$ cat config.mk
export PLATFORM = sky130hd
export DESIGN_NAME = video_timing_tx
export DESIGN_NICKNAME = d
export VERILOG_FILES = /design/src/rtl/video_timing_tx.sv
export SDC_FILE = /design/constraint.sdc
export NUM_CORES = 1
export LEC_CHECK = 0
export BUFFER_PORTS_ARGS = -buffer_cell sky130_fd_sc_hd__buf_2
export CAP_MARGIN = 15
export CORE_MARGIN = 1
export CORE_UTILIZATION = 50
export CTS_BUF_LIST = sky130_fd_sc_hd__clkbuf_8
export DETAILED_ROUTE_END_ITERATION = 8
export PLACE_DENSITY = 0.82
export SYNTH_ARGS = -nofsm -noshare
export SYNTH_HDL_FRONTEND = slang
export SYNTH_SLANG_ARGS = --single-unit
$ cat constraint.sdc
create_clock -name clk -period 2.8 [get_ports clk]
set_input_delay 0.28 -clock clk [delete_from_list [all_inputs] [get_ports clk]]
set_output_delay 0.28 -clock clk [all_outputs]
set_load 0.01 [all_outputs]
$ cat src/rtl/video_timing_tx.sv
// Raster timing generator and RGB565 pixel transmitter fed by a valid/ready stream.
// Aligns to the stream's start-of-frame marker and flags underflow and frame misalignment.
module video_timing_tx #(
  parameter int H_DISP   = 1280,
  parameter int H_FP     = 110,
  parameter int H_SYNC   = 40,
  parameter int H_BP     = 220,
  parameter int V_DISP   = 720,
  parameter int V_FP     = 5,
  parameter int V_SYNC   = 5,
  parameter int V_BP     = 20,
  parameter bit SYNC_POL = 1'b1
) (
  input  logic        clk,
  input  logic        rst,
  input  logic        enable,
  input  logic        clear_err,
  input  logic [15:0] pix_data,
  input  logic        pix_sof,
  input  logic        pix_valid,
  output logic        pix_ready,
  output logic        vout_vs,
  output logic        vout_hs,
  output logic        vout_de,
  output logic [15:0] vout_data,
  output logic        underflow,
  output logic        sof_err
);

  localparam int H_TOT = H_DISP + H_FP + H_SYNC + H_BP;
  localparam int V_TOT = V_DISP + V_FP + V_SYNC + V_BP;
  localparam int HW    = $clog2(H_TOT);
  localparam int VW    = $clog2(V_TOT);

  localparam logic [HW-1:0] H_LAST = HW'(H_TOT - 1);
  localparam logic [HW-1:0] H_ACT  = HW'(H_DISP);
  localparam logic [HW-1:0] H_SS   = HW'(H_DISP + H_FP);
  localparam logic [HW-1:0] H_SE   = HW'(H_DISP + H_FP + H_SYNC);
  localparam logic [HW-1:0] H_ONE  = HW'(1);
  localparam logic [VW-1:0] V_LAST = VW'(V_TOT - 1);
  localparam logic [VW-1:0] V_ACT  = VW'(V_DISP);
  localparam logic [VW-1:0] V_SS   = VW'(V_DISP + V_FP);
  localparam logic [VW-1:0] V_SE   = VW'(V_DISP + V_FP + V_SYNC);
  localparam logic [VW-1:0] V_ONE  = VW'(1);

  typedef enum logic [1:0] {
    S_IDLE  = 2'd0,
    S_ALIGN = 2'd1,
    S_RUN   = 2'd2
  } state_t;

  state_t        r_state;
  state_t        w_state_nxt;
  logic [HW-1:0] r_hcnt;
  logic [VW-1:0] r_vcnt;
  logic          r_hs;
  logic          r_vs;
  logic          r_de;
  logic [15:0]   r_data;
  logic          r_underflow;
  logic          r_sof_err;

  logic w_wrap;
  logic w_active;
  logic w_hs;
  logic w_vs;
  logic w_frame_start;
  logic w_sof_bad;
  logic w_uf_set;
  logic w_serr_set;
  logic w_load;

  assign w_wrap        = (r_hcnt == H_LAST) && (r_vcnt == V_LAST);
  assign w_active      = (r_hcnt < H_ACT) && (r_vcnt < V_ACT);
  assign w_hs          = (r_hcnt >= H_SS) && (r_hcnt < H_SE);
  assign w_vs          = (r_vcnt >= V_SS) && (r_vcnt < V_SE);
  assign w_frame_start = (r_hcnt == '0) && (r_vcnt == '0);
  // A SOF marker is only legal on the very first active slot of a frame.
  assign w_sof_bad     = pix_valid && (pix_sof != w_frame_start);

  always_ff @(posedge clk or posedge rst) begin
    if (rst) begin
      r_state <= S_IDLE;
    end else begin
      r_state <= w_state_nxt;
    end
  end

  always_comb begin
    w_state_nxt = r_state;
    case (r_state)
      S_IDLE: begin
        if (enable) w_state_nxt = S_ALIGN;
        else        w_state_nxt = S_IDLE;
      end
      S_ALIGN: begin
        if (w_wrap && !enable)                      w_state_nxt = S_IDLE;
        else if (w_wrap && pix_valid && pix_sof)    w_state_nxt = S_RUN;
        else                                        w_state_nxt = S_ALIGN;
      end
      S_RUN: begin
        if (w_wrap && !enable)                      w_state_nxt = S_IDLE;
        else if (w_active && w_sof_bad)             w_state_nxt = S_ALIGN;
        else                                        w_state_nxt = S_RUN;
      end
      default: w_state_nxt = S_IDLE;
    endcase
  end

  always_comb begin
    pix_ready  = 1'b0;
    w_uf_set   = 1'b0;
    w_serr_set = 1'b0;
    case (r_state)
      S_IDLE: begin
        pix_ready = 1'b0;
      end
      S_ALIGN: begin
        // Drain everything up to the SOF word, which stays parked at the stream head.
        pix_ready = pix_valid && !pix_sof;
      end
      S_RUN: begin
        pix_ready  = w_active && !w_sof_bad;
        w_uf_set   = w_active && !pix_valid;
        w_serr_set = w_active && w_sof_bad;
      end
      default: begin
        pix_ready = 1'b0;
      end
    endcase
  end

  assign w_load = (r_state == S_RUN) && pix_valid && pix_ready;

  always_ff @(posedge clk or posedge rst) begin
    if (rst) begin
      r_hcnt <= '0;
      r_vcnt <= '0;
    end else if (r_state == S_IDLE) begin
      r_hcnt <= '0;
      r_vcnt <= '0;
    end else if (r_hcnt == H_LAST) begin
      r_hcnt <= '0;
      r_vcnt <= (r_vcnt == V_LAST) ? '0 : r_vcnt + V_ONE;
    end else begin
      r_hcnt <= r_hcnt + H_ONE;
    end
  end

  // Sync outputs use XNOR with the polarity so idle/reset always shows the inactive level.
  always_ff @(posedge clk or posedge rst) begin
    if (rst) begin
      r_hs        <= ~SYNC_POL;
      r_vs        <= ~SYNC_POL;
      r_de        <= 1'b0;
      r_data      <= 16'h0000;
      r_underflow <= 1'b0;
      r_sof_err   <= 1'b0;
    end else begin
      r_hs        <= ((r_state != S_IDLE) && w_hs) ~^ SYNC_POL;
      r_vs        <= ((r_state != S_IDLE) && w_vs) ~^ SYNC_POL;
      r_de        <= (r_state != S_IDLE) && w_active;
      r_data      <= w_load ? pix_data : 16'h0000;
      r_underflow <= w_uf_set | (r_underflow & ~clear_err);
      r_sof_err   <= w_serr_set | (r_sof_err & ~clear_err);
    end
  end

  assign vout_hs   = r_hs;
  assign vout_vs   = r_vs;
  assign vout_de   = r_de;
  assign vout_data = r_data;
  assign underflow = r_underflow;
  assign sof_err   = r_sof_err;

endmodule

==> metrics.md <==
| Metric | Value |
|---|---|
| Nature of the critical path startpoint | flop |
| Placed cell count | around 320 |
| Num CTS Buffers | 5 |
| Max Slew Vio Count | 0 |
| Met2 global-route usage | 30.3% |
| Clk_lat worst skew | 0.30 ns |
| Max-slew headroom | 63.0% |
| IO Port Bufs | 43 |
| Initial antenna violation count | 0 |
| Drt drc | 0 |
| Internal | about 0.0010 W |
| Worst-path cell chain | or4_1, or4_4, nor3_2, a2bb2oi_2, and3_2 |
| Synth top area share | between 40% and 50% |
| Die Span Y | 69.6 um |
| Post-layout min period | 2.47 ns |
| # nets final | 309 |
| Post-CTS setup buffer count | 0 |
| Max VDD drop | 253 uV |
| Area of the multi-input gates | 1080 um2 |
| Critical path class | reg -> reg |
| Clock Skew | 0.00462 ns |
| Hold Crit Class | in -> reg |
| Switching share of power | between 30% and 40% |
| Number of synthesized flops with an enable pin | 0 |
| Largest stage delay, worst path | 0.54 ns |
| Async SR Flop Fraction | 100% |
| Psw | ~0.00045 W |
| Global routing's busiest layer | met2 |
| Synth warn | 0 |
| Synth Net Count | 263 |
| M3 GR Usage | 5.09% |
| Sequential cell area | 1100 um2 |
| Aggregate global routing overflow | 0 |
| Flops & latches, synth | 44 |
| Post-DRT Antenna Nets | 0 |
| Antenna diodes | 0 |
| Setup_tns | 0 ns |
| Sequential share of the synthesized area | 48.1% |
| Final period util | 88.3% |
| Routability cong. | 0.861 |
| Final Core Density | 60.8% |
| Final WL | 4440 um |
| Gate Count Post-Synth | 230 |
| TritonCTS clock tree | yes |
| R2R setup slack | 0.33 ns |
| Starting DRT DRC Count | 102 |
| Hold_buf cts | 0 |
| Final Cell Area | 2670 um2 |
| Syn_area_per_cell | about 10 um2 |
| Post-cts sizing count | 0 |
| Vias | roughly 1800 |
| Fillers | 348 |
| Netlist Area Pre-Place | 2290 um2 |
| FMAX | slightly above 400 MHz |
| Avg WL per Cell | 13.5 um |
| Pwr dens | 544 nW/um2 |
| # clock sinks | 44 |
| Commonest register cell after synthesis | dfrtp_1 |
| Met1 Usage GRT | between 20% and 30% |
| Synth area leaders | dfrtp_1 (48%), ha_1 (6.0%), nor2_1 (4.8%) |
| Die Wd | 69.6 um |
| Largest net degree at the start of global routing | 30 |
| Status | finished, final reports clean |
| DR pass1 iterations | 4 |
| First-pass GRT wire length | 7870 um |
| Placed instance area | 2540 um2 |
| Crit. End Element | flop |
| DP HPWL | 3270 um |
| Max-cap violations | 0 |
| Largest area contributor in the netlist | dfrtp_1 |
| Non-Filler Instances | 329 |
| H-tree level count | 2 |
| Row count | 24 |
| Combinational power share | 19.2% |
| Clock network power share | 27.2% |
| Final Hold Fails | 0 |
| P_leak | 1.40 nW |
| Starting density of the core | 52.2% |
| Via/cell ratio | 5.56 |
| Clock-pin slew on the worst setup and hold paths | 0.08 ns |
| Worst slew pin tran | 0.551 ns |
| GRT Util Overall | 20.2% |
| Max Root-Sink Buffers | 2 |
| RSZ-0062 raised after global routing | no |
| CP Max Fanout | 16 |
| Post-synth cell types | between 40 and 50 |
| Power, Total | between 0.001 and 0.0015 W |
| Die footprint | slightly below 5000 um2 |
| Area Overhead vs Synth | 16.5% |
| Crit path DAT | 2.71 ns |
| Share of cells above drive strength 1 | around 25% |
| Final setup viols | 0 |
| Clk root buf | clkbuf_8 |
| Io pins | 44 |
| Required @ worst endpoint | ~3.0 ns |
| Slowest cell on the critical path | or4_1 |
| CORE AREA | 4380 um2 |
| Number of global-route vias before repair | 1676 |
| Sequential share of power | 53.6% |
==> placed cells by master (no fill, tap or decap), types with 4 or more instances in the layout <==
cell type	synthesis	layout
xor2_1	10	10
nor4_1	6	6
nor2_1	29	29
clkbuf_8	0	5
xnor2_1	7	7
dfrtp_1	44	44
ha_1	11	11
inv_1	15	14
nand3_1	8	8
and3_2	6	6
a31oi_1	4	4
buf_2	0	43
nand2_1	15	15
and3_1	17	17
nor3_1	6	6
nand4_1	6	6
==> sequential cells by signal, summed over array words and instances, names as in the netlist, 2 cells and up <==
signal,flops
vout_data,16
r_vcnt,10
r_state,2
r_hcnt,11
==> power groups by stage <==
| stage | Combinational, W | Clock [W] | Sequential (W) |
|---|---|---|---|
| after detailed placement | 0.000273 | 0 | 0.000788 |
| after floorplan | 0.000224 | 0 | 0.000755 |
| after global routing | 0.000321 | 0.000433 | 0.000790 |
| after global placement | 0.000267 | 0 | 0.000786 |
| final | 0.000278 | 0.000394 | 0.000776 |
| after CTS | 0.000276 | 0.000408 | 0.000775 |
==> path summary, 6_finish.rpt <==
| path | start | end | cells after the start |
|---|---|---|---|
| setup / recovery | r_vcnt[8] | vout_data[1] | 5 |
| hold / removal | clear_err | underflow | 2 |
| setup reg to reg | r_vcnt[8] | vout_data[1] | 5 |
| hold reg to reg | sof_err | sof_err | 2 |
| max in group asynchronous | rst | r_hcnt[7] | 4 |
| min in group asynchronous | rst | vout_data[14] | 3 |
==> final cells by class <==
cell class / instances / share of cell area, %
tap: 52 / 2.44
timing repair buffer: 47 / 10.0
multi-input combinational: 163 / 40.7
inverter: 15 / 2.11
clock inverter: 3 / 0.798
clock buffer: 5 / 2.58
sequential: 44 / 41.3
==> cell usage after synthesis (2+ instances only) <==
cell type,instances
and3_1,17
o22ai_1,2
dfrtp_1,44
clkbuf_1,6
nand3_1,8
inv_1,15
o21bai_1,2
buf_6,2
xnor2_1,7
ha_1,11
nand4_1,6
a31oi_1,4
and3_2,6
nor3_1,6
and4b_1,2
o21ai_0,2
a22oi_1,2
nor2_1,29
nor4_1,6
a211o_1,2
nand2_1,15
a21oi_1,2
xor2_1,10
==> routing by layer <==
metal | vias to the layer above | part of all wire [%]
met4 | 0 | 1.5
met1 | 874 | 48
li1 | 902 | -
met3 | 6 | 4.9
met5 | - | 0
met2 | 46 | 46
==> stage by stage <==
step	hold slack, ns	setup slack (ns)
3_5_place_dp	0.433	0.348
6_report	0.172	0.329
5_1_grt	0.188	0.154
4_1_cts	0.106	0.319
3_3_place_gp	0.421	0.415
2_1_floorplan	0.369	0.576
==> cell families after synthesis <==
| kind of cell | Yosys count | share of synthesized area [%] |
|---|---|---|
| adder cells (fa/ha/maj) | 11 | 6.02 |
| multiplexers | 1 | 0.438 |
| AND/OR/NAND/NOR | 109 | 26.1 |
| AO/OA/AOI/OAI | 25 | 8.31 |
| flip-flops | 44 | 48.1 |
| XOR/XNOR | 17 | 6.51 |
| buffers and inverters | 23 | 4.43 |
==> worst max-delay path, delay by kind of cell, from the launching register on <==
kind / cells / cell delay, ns
compound gates: 1 / 0.43
flops: 1 / 0.47
simple gates: 4 / 1.52
Power figures use the tool's default switching activity.
